===== config.mk =====
export PLATFORM = sky130hd
export DESIGN_NAME = ram_arb2
export DESIGN_NICKNAME = d
export VERILOG_FILES = /design/src/rtl/ram_arb_pkg.sv /design/src/rtl/ram_arb_be_expand.sv /design/src/rtl/ram_arb2.sv
export SDC_FILE = /design/constraint.sdc
export NUM_CORES = 1
export LEC_CHECK = 0
export CORE_UTILIZATION = 23
export DETAILED_ROUTE_END_ITERATION = 8
export PLACE_DENSITY_LB_ADDON = 0.15
export SLEW_MARGIN = 10
export SYNTH_ARGS = -nofsm -noshare
export SYNTH_HDL_FRONTEND = slang
export SYNTH_SLANG_ARGS = --single-unit

===== constraint.sdc =====
create_clock -name AClkH -period 6.06 [get_ports AClkH]
set_clock_uncertainty 0.05 [all_clocks]
set_input_delay 1.818 -clock AClkH [delete_from_list [all_inputs] [get_ports AClkH]]
set_output_delay 1.818 -clock AClkH [all_outputs]
set_load 0.05 [all_outputs]

===== src/rtl/ram_arb_pkg.sv =====
// Shared definitions for the two-port RAM arbiter: arbiter state encoding
// and requester-select constants.
package ram_arb_pkg;

    typedef enum logic [1:0] {
        StIdle  = 2'd0,
        StLockA = 2'd1,
        StLockB = 2'd2
    } arbState_t;

    typedef enum logic {
        SelA = 1'b0,
        SelB = 1'b1
    } reqSel_t;

endpackage


===== src/rtl/ram_arb_be_expand.sv =====
// Expands per-byte write enables into a per-bit write mask.
module ram_arb_be_expand #(
    parameter int CBeLen = 2
) (
    input  logic [CBeLen-1:0]   AByteEn,
    output logic [CBeLen*8-1:0] ABitMask
);

    // Replicate each byte enable across its eight data bits.
    always_comb begin
        ABitMask = '0;
        for (int unsigned i = 0; i < CBeLen; i++) begin
            ABitMask[i*8 +: 8] = {8{AByteEn[i]}};
        end
    end

endmodule


===== src/rtl/ram_arb2.sv =====
// Two-requester single-port RAM arbiter with round-robin fairness, atomic
// lock sequences, clock enable and one-cycle registered read-valid tracking.
module ram_arb2
    import ram_arb_pkg::*;
#(
    parameter int CAddrLen = 8,
    parameter int CDataLen = 16
) (
    input  logic                  AClkH,
    input  logic                  AReset,
    input  logic                  AClkHEn,
    input  logic                  AReqA,
    input  logic                  AReqB,
    input  logic                  ALockA,
    input  logic                  ALockB,
    input  logic [CAddrLen-1:0]   AAddrA,
    input  logic [CAddrLen-1:0]   AAddrB,
    input  logic [CDataLen-1:0]   AMosiA,
    input  logic [CDataLen-1:0]   AMosiB,
    input  logic [CDataLen/8-1:0] AWrEnA,
    input  logic [CDataLen/8-1:0] AWrEnB,
    output logic                  AAckA,
    output logic                  AAckB,
    output logic [CDataLen-1:0]   AMisoA,
    output logic [CDataLen-1:0]   AMisoB,
    output logic                  AVldA,
    output logic                  AVldB,
    output logic [CAddrLen-1:0]   ARamAddr,
    output logic [CDataLen-1:0]   ARamMosi,
    output logic [CDataLen-1:0]   ARamWrEn,
    output logic [CDataLen-1:0]   ARamRdEn,
    input  logic [CDataLen-1:0]   ARamMiso
);

    localparam int CBeLen = CDataLen / 8;

    arbState_t             state;
    arbState_t             stateNext;
    reqSel_t               fLast;
    reqSel_t               fLastNext;
    logic                  fVldA;
    logic                  fVldB;
    logic                  grantA;
    logic                  grantB;
    logic [CBeLen-1:0]     selWrEn;
    logic [CDataLen-1:0]   bitMask;

    // Arbitration and next-state: grants are only issued on enabled cycles.
    always_comb begin
        grantA    = 1'b0;
        grantB    = 1'b0;
        stateNext = state;
        if (AClkHEn) begin
            case (state)
                StIdle: begin
                    if (AReqA && AReqB) begin
                        if (fLast == SelA) grantB = 1'b1;
                        else               grantA = 1'b1;
                    end else if (AReqA) begin
                        grantA = 1'b1;
                    end else if (AReqB) begin
                        grantB = 1'b1;
                    end
                end
                StLockA: begin
                    if (AReqA) grantA = 1'b1;
                    else       stateNext = StIdle;
                end
                StLockB: begin
                    if (AReqB) grantB = 1'b1;
                    else       stateNext = StIdle;
                end
                default: stateNext = StIdle;
            endcase
            if (grantA) stateNext = ALockA ? StLockA : StIdle;
            if (grantB) stateNext = ALockB ? StLockB : StIdle;
        end
        fLastNext = fLast;
        if (grantA) fLastNext = SelA;
        if (grantB) fLastNext = SelB;
    end

    // Route the granted requester onto the RAM port; zeros when idle.
    always_comb begin
        ARamAddr = '0;
        ARamMosi = '0;
        selWrEn  = '0;
        if (grantA) begin
            ARamAddr = AAddrA;
            ARamMosi = AMosiA;
            selWrEn  = AWrEnA;
        end else if (grantB) begin
            ARamAddr = AAddrB;
            ARamMosi = AMosiB;
            selWrEn  = AWrEnB;
        end
        ARamRdEn = ((grantA || grantB) && (selWrEn == '0)) ? '1 : '0;
        ARamWrEn = bitMask;
    end

    ram_arb_be_expand #(
        .CBeLen(CBeLen)
    ) uBeExpand (
        .AByteEn (selWrEn),
        .ABitMask(bitMask)
    );

    // State, round-robin pointer and read-valid registers; reset overrides enable.
    always_ff @(posedge AClkH) begin
        if (AReset) begin
            state <= StIdle;
            fLast <= SelB;
            fVldA <= 1'b0;
            fVldB <= 1'b0;
        end else if (AClkHEn) begin
            state <= stateNext;
            fLast <= fLastNext;
            fVldA <= grantA && (AWrEnA == '0);
            fVldB <= grantB && (AWrEnB == '0);
        end
    end

    // Requester-side acks and read data.
    always_comb begin
        AAckA  = grantA;
        AAckB  = grantB;
        AVldA  = fVldA;
        AVldB  = fVldB;
        AMisoA = fVldA ? ARamMiso : '0;
        AMisoB = fVldB ? ARamMiso : '0;
    end

endmodule


==> metrics.md, run 1 <==
| Metric | Value |
|---|---|
| Kind of critical path | `input pin to primary output` |
| Initial antenna violation count | `0` |
| Register clock-pin slew on the reported worst setup and hold paths | `0.03 ns` |
| Pwr dens | `146.9 nW/um^2` |
| Endpoint of the worst-slack reg-to-reg timing path | `state[0]` |
| Gp weighted congestion | `0.7846` |
| Worst endpoint required time | `4.19 ns` |
| Grt ovf | `0` |
| DRT antenna net count | `0` |
| Core box area | `4058 um^2` |
| Buffers from clock root to sink, at most | `2` |
| Path depth of the worst reg2reg path | `3` |
| Min-Delay Endpoint | `state[1]` |
| Maximum number of pins on one net before global-route repair | `29` |
| Flip-flop and latch count after synthesis | `5` |
| Post-synthesis instance area | `985.9 um^2` |
| Total of warnings raised by yosys | `0` |
| Initial Util | `24.30%` |
| FF-to-FF Start | `fLast` |
| Net count after synthesis | `202` |
| Avg WL per Cell | `16.38 um` |
| Number of standard cells in the layout, taps in and fillers out | `315` |
| Instance count along the most critical hold path | `2` |
| Max Slew Vio Count | `0` |
| Leakage power | `0.001243 uW` |
| Clock tree from TritonCTS | `done` |
| Sort of element at the end of the critical path | `primary output` |
| Result of the run | `finished, final reports clean` |
| Hold wc startpoint | `state[1]` |
| Root buffer selected by CTS | `sky130_fd_sc_hd__clkbuf_8` |
| Final hold viol count | `0` |
| Worst Hold Class | `register to register` |
| Number of distinct library cells after synthesis | `26` |
| Via count | `1,473` |
| Register-to-Register Setup Slack | `4.86 ns` |
| DRT iter0 DRCs | `70` |
| Synthesis-to-layout area growth | `214.0%` |
| Minimum setup slack after placement | `0.4529 ns` |
| Maximum frequency from static timing analysis | `0.1782 GHz` |
| Overall die area | `4553 um^2` |
| Pin slew with the least headroom to its limit | `0.5278 ns` |
| Wire length of the first global-routing pass | `6.975 mm` |
| Setup repair after global routing missed its margin | `false` |
| Crit path DAT | `3.75 ns` |
| Setup total negative slack | `0 ns` |
| Post-Synthesis Mean Instance Area | `7.763 um^2` |
| Most frequent cells in the layout | `sky130_fd_sc_hd__clkdlybuf4s50_1, sky130_fd_sc_hd__buf_12, sky130_fd_sc_hd__and2_1` |
| Total design power | `454.7 uW` |
| Worst max-slew margin expressed relative to the limit | `64.70%` |
| Number of violations of the max-capacitance limit | `0` |
| Total detailed-routing wirelength | `5.159 mm` |
| Overall Global Routing Usage | `20.57%` |
| Drc violations | `0` |
| Clock buffers created by TritonCTS | `3` |
| Share of post-route cells with drive strength above 1 | `26.79%` |
| Number of iterations in the first detailed-routing pass | `4` |
| Most frequent standard cell in the layout excluding fill and tap cells | `sky130_fd_sc_hd__clkdlybuf4s50_1` |
| DPL Wire Length | `4.512 mm` |
| Horizontal die dimension | `67.48 um` |
| H-Tree Level Count | `1` |
| Hold bufs inserted after CTS | `0` |
| Via density per instance | `4.676` |
| Post-route fraction of the period consumed by the critical path | `92.62%` |
| Antenna diode count | `0` |
| # port buffers | `166` |
| Total instance count after detailed placement | `311` |
| Num ports | `167` |
| Worst voltage drop across the vdd grid | `0.0001676 V` |
| Die Y | `67.48 um` |
| Layout fillers | `292` |
| Via count of the first global-routing pass | `1,258` |
| Post-Syn Instances | `127` |
| Post_cts resized | `0` |
| Combined area of the multi-input logic cells | `604.3 um^2` |
| Least setup slack across all paths after layout | `0.4469 ns` |
| Clock latency of the later-clocked register in the worst-skew pair | `0.22 ns` |
| Nets | `341` |
| Final count of negative-setup-slack endpoints | `0` |
| Sinks on the clock net | `5` |
| Startpoint type of the worst setup path | `input pin` |
| Number of setup buffers added after CTS | `0` |
| Worst-path maximum fanout | `28` |
| FF/Latch Area | `100.1 um^2` |
| Register area share after synthesis | `10.15%` |
| Rows | `23` |
| Final min period | `5.613 ns` |
area by class of cell:
| type | instances | share of cell area (%) |
|---|---|---|
| sequential | 5 | 3.234 |
| inverter | 1 | 0.1213 |
| timing repair buffer | 171 | 73.65 |
| clock buffer | 4 | 1.455 |
| tap | 50 | 2.021 |
| multi-input combinational | 84 | 19.52 |
power by group:
part	total, uW	internal (uW)	switching (uW)
Combinational	358	177	180
Clock	60.7	45.1	15.7
Sequential	36.3	34.4	1.94
worst max-delay path by stage:
stage,startpoint,end
detailed placement,AReqB,ARamRdEn[4]
finish,AReqB,ARamRdEn[12]
floorplan,AReqB,ARamRdEn[10]
global route,AReqB,ARamRdEn[1]
global placement,AReqB,ARamRdEn[14]
CTS,AReqB,ARamRdEn[4]
cells in the mapped netlist (all sizes together):
library cell | n | area [um^2]
a41oi | 1 | 8.760
and3b | 1 | 8.760
or2 | 1 | 6.260
a21oi | 3 | 18.77
buf | 35 | 270.3
nor2 | 4 | 15.01
nand2 | 3 | 11.26
a32oi | 2 | 17.52
nand4 | 1 | 6.260
nand3b | 2 | 15.01
a211o | 1 | 8.760
and2 | 32 | 200.2
nor2b | 2 | 12.51
dfxtp | 5 | 100.1
clkbuf | 2 | 7.510
inv | 1 | 3.750
a211oi | 1 | 12.51
and3 | 1 | 11.26
a22o | 26 | 227.7
or3b | 1 | 11.26
nor3b | 1 | 7.510
nand3 | 1 | 5.000
metal layers:
| metal | vias to the layer above | part of all wire [%] | GRT usage (%) |
|---|---|---|---|
| li1 | 700 | - | - |
| met1 | 688 | 35 | 22.13 |
| met2 | 79 | 54 | 38.49 |
| met3 | 6 | 10 | 6.926 |
| met4 | 0 | 1.0 | 3.723 |
| met5 | - | 0 | 0 |
worst max-delay path: stages:
cell and delay (ns):
sky130_fd_sc_hd__clkdlybuf4s50_1 0.49, sky130_fd_sc_hd__or3b_4 0.40, sky130_fd_sc_hd__and3_4 0.30, sky130_fd_sc_hd__a211oi_2 0.30, sky130_fd_sc_hd__buf_12 0.26, sky130_fd_sc_hd__buf_12 0.16
cells by family after synthesis:
logic type	count (synthesis)	share of synthesized area (%)
and+or+nand+nor	50	31.47
AOI/OAI and AO/OA	34	29.82
DFF	5	10.15
buffers and inverters	38	28.55
state kept, by name, indices dropped and copies added, names as in the netlist:
name   cells
state      2
AVldA      1
AVldB      1
fLast      1
per-stage QoR:
| step | hold WS [ns] | utilization (%) | cell area, um^2 |
|---|---|---|---|
| 6_report | 0.4493 | 76.29 | 3095 |
| 5_1_grt | 0.5144 | 76.29 | 3095 |
| 4_1_cts | 0.4544 | 76.29 | 3095 |
| 3_5_place_dp | 0.4465 | 75.18 | 3050 |
| 3_3_place_gp | 0.4357 | 75.18 | 3050 |
| 2_1_floorplan | 0.4128 | - | 985.9 |
(Power assumes the default switching activity.)
==> run 2, diff against run 1 <==
- CORE_ASPECT_RATIO: not set -> 0.8
==> run 2 against run 1 <==
Compared with the run above:
- global-route usage rose by 2.6 points
- via count is essentially flat
- register-to-register slack got worse by 0.12 ns
- worst setup slack better by 0.0059 ns
- utilization grew 2.4 points
- combinational power about the same
- final cell count increased by 1.9%
- wire length is 4.3% higher
- critical endpoint is now ARamRdEn[15]
- largest cell class unchanged
- highest routed layer unchanged
==> metrics.md, run 2 (synthesized netlist as in run 1, its figures left out) <==
| Metric | Value |
|---|---|
| Largest register by flop count | `state` |
| Internal Pwr Total | `257.5 uW (+0.27%)` |
| Overall Global Routing Usage | `23.14% (+2.6 points)` |
| Post_cts resized | `0 (unchanged)` |
| Grt met2 use | `43.24% (+4.8 points)` |
| Rows | `20 (-13%)` |
| Antenna diode count | `0 (unchanged)` |
| Final hold viol count | `0 (unchanged)` |
| Maximum number of pins on one net before global-route repair | `29 (unchanged)` |
| Share of power burned in the clock network | `13.8% (+0.4 points)` |
| GR Util met3 | `7.309% (+0.38 points)` |
| Synthesis-to-layout area growth | `215.4%` |
| Worst endpoint required time | `4.19 ns (about the same)` |
| Instance count along the most critical hold path | `2 (unchanged)` |
| DPL Wire Length | `4.502 mm (-0.21%)` |
| Hold wc startpoint | `state[1]` |
| Min-Delay Endpoint | `state[1]` |
| Sinks on the clock net | `5 (unchanged)` |
| Most frequent cells in the layout | `sky130_fd_sc_hd__clkdlybuf4s50_1, sky130_fd_sc_hd__buf_12, sky130_fd_sc_hd__and2_1` |
| Avg WL per Cell | `16.76 um (+2.3%)` |
| Clock latency of the later-clocked register in the worst-skew pair | `0.23 ns (about the same)` |
| Sequential fraction of design power | `7.9% (about the same)` |
| Pwr dens | `147.6 nW/um^2 (+0.48%)` |
| Nets | `342 (+0.29%)` |
| Critical path's most frequent cell | `sky130_fd_sc_hd__buf_12` |
| Least setup slack across all paths after layout | `0.4528 ns (+0.005869 ns)` |
| Result of the run | `finished, final reports clean` |
| Clock buffers created by TritonCTS | `3 (unchanged)` |
| CP delay by family, top | `buffers and inverters` |
| Path depth of the worst reg2reg path | `3 (unchanged)` |
| Finished Core Util | `78.64% (+2.4 points)` |
| FF/Latch Area | `100.1 um^2 (unchanged)` |
| Cell with the largest stage delay on the worst path | `sky130_fd_sc_hd__clkdlybuf4s50_1` |
| Die Y | `60.56 um (-10%)` |
| Final count of negative-setup-slack endpoints | `0 (unchanged)` |
| Post-route fraction of the period consumed by the critical path | `92.53% (-0.097 points)` |
| Wire length of the first global-routing pass | `7.734 mm (+11%)` |
| Via count of the first global-routing pass | `1,416 (+13%)` |
| Max Slew Vio Count | `0 (unchanged)` |
| Overall die area | `4554 um^2 (about the same)` |
| Pin slew with the least headroom to its limit | `0.5141 ns (-0.01377 ns)` |
| Total detailed-routing wirelength | `5.379 mm (+4.3%)` |
| Combined area of the multi-input logic cells | `604.3 um^2 (unchanged)` |
| Final min period | `5.607 ns (-0.005869 ns)` |
| Leakage power | `0.001248 uW (+0.42%)` |
| Most frequent standard cell in the layout excluding fill and tap cells | `sky130_fd_sc_hd__clkdlybuf4s50_1` |
| Via count | `1,474 (+0.068%)` |
| Number of iterations in the first detailed-routing pass | `4 (unchanged)` |
| Final cell area excluding filler cells | `3109 um^2 (+0.44%)` |
| Horizontal die dimension | `75.20 um (+11%)` |
| Sum of buffers and inverters on the critical path | `3 (unchanged)` |
| Layout fillers | `271 (-7.2%)` |
| Number of setup buffers added after CTS | `0 (unchanged)` |
| Worst max-slew margin expressed relative to the limit | `65.62% (+0.92 points)` |
| Via density per instance | `4.592 (-1.8%)` |
| # port buffers | `166 (unchanged)` |
| Kind of critical path | `input pin to primary output` |
| Worst Hold Class | `register to register` |
| Switching fraction of total power | `43.88% (+0.37 points)` |
| Setup total negative slack | `0 ns (unchanged)` |
| Hold bufs inserted after CTS | `0 (unchanged)` |
| H-Tree Level Count | `1 (unchanged)` |
| Crit path DAT | `3.74 ns (about the same)` |
| Most Crowded Layer GR | `met2` |
| Core box area | `3954 um^2 (-2.6%)` |
| Minimum setup slack after placement | `0.4537 ns (+0.0007550 ns)` |
| Switching component of the power | `201.3 uW (+1.8%)` |
| Largest register FFs | `2 (unchanged)` |
| FF-to-FF Start | `fLast` |
| Clock tree from TritonCTS | `done` |
| Share of post-route cells with drive strength above 1 | `27.07% (+0.28 points)` |
| Root buffer selected by CTS | `sky130_fd_sc_hd__clkbuf_8` |
| Largest stage delay on the critical path | `0.49 ns (about the same)` |
| Worst-path maximum fanout | `28 (unchanged)` |
| Gp weighted congestion | `0.8378 (+6.8%)` |
| Placed cell area | `3064 um^2 (+0.45%)` |
| Num ports | `167 (unchanged)` |
| DRT antenna net count | `0 (unchanged)` |
| Endpoint of the worst-slack reg-to-reg timing path | `state[0]` |
| Register clock-pin slew on the reported worst setup and hold paths | `0.03 ns (about the same)` |
| Part of the power in combinational logic | `78.2% (-0.5 points)` |
| Maximum frequency from static timing analysis | `0.1783 GHz (+0.10%)` |
| Grt ovf | `0 (unchanged)` |
| Setup repair after global routing missed its margin | `false` |
| Met1 layer usage reported by global route | `24.38% (+2.2 points)` |
| Startpoint type of the worst setup path | `input pin` |
| DRT iter0 DRCs | `43 (-39%)` |
| Sort of element at the end of the critical path | `primary output` |
| Critical path, cell by cell | `clkdlybuf4s50_1, or3b_4, and3_4, a211oi_2, buf_12, buf_12` |
| Drc violations | `0 (unchanged)` |
| Initial antenna violation count | `0 (unchanged)` |
| Buffers from clock root to sink, at most | `2 (unchanged)` |
| Register-to-Register Setup Slack | `4.74 ns (-0.12 ns)` |
| Initial Util | `24.94% (+0.64 points)` |
| Number of violations of the max-capacitance limit | `0 (unchanged)` |
| Worst voltage drop across the vdd grid | `0.0001435 V (-14%)` |
## run 2: cell types whose count changed in the layout (fill, tap and decap cells not counted)
cell and change:
sky130_fd_sc_hd__buf_4 +1
## run 2: metal layers
metal	share of wire, %	vias up	wire length (um)
met4	3.7	0	199
met1	35	664	1881
met2	52	88	2790
met5	0	-	0
li1	-	701	-
met3	9.4	21	508
## run 2: worst register-to-register path: cells and delay by family (launching register included)
family | cells | cell delay, ns
flip-flops | 1 | 0.35
AND/OR/NAND/NOR | 2 | 0.51
AO/OA/AOI/OAI | 1 | 0.28
## run 2: how the worst max path moves through the flow
stage,startpoint,endpoint,slack (ns),depth (start not counted)
after floorplan,AReqB,ARamRdEn[10],0.01,6
after global placement,AReqB,ARamRdEn[15],0.50,6
after detailed placement,AReqB,ARamRdEn[9],0.45,6
after CTS,AReqB,ARamRdEn[9],0.45,6
after global routing,AReqB,ARamRdEn[5],0.39,6
final,AReqB,ARamRdEn[15],0.45,6
## run 2: layout make-up
class                      instances  share of cell area [%]
timing repair buffer             172                   73.56
multi-input combinational         84                   19.44
sequential                         5                   3.219
inverter                           1                  0.1207
tap                               55                   2.213
clock buffer                       4                   1.449
## run 2: power by group through the flow
| stage | sequential [uW] | clock, uW | combinational, uW |
|---|---|---|---|
| CTS | 36.5 | 63.6 | 361 |
| global placement | 36.8 | 0 | 356 |
| detailed placement | 36.9 | 0 | 360 |
| finish | 36.5 | 63.4 | 359 |
| global route | 36.9 | 67.5 | 371 |
| floorplan | 36.8 | 0 | 179 |
## run 2: per-stage QoR
| stage | std cells | total power [uW] | hold slack (ns) |
|---|---|---|---|
| after floorplan | 127 | 216.3 | 0.4128 |
| after global placement | 317 | 392.4 | 0.4316 |
| after detailed placement | 317 | 396.6 | 0.4468 |
| after CTS | 321 | 461.2 | 0.4569 |
| after global routing | 321 | 474.9 | 0.4996 |
| final | 321 | 458.9 | 0.4540 |
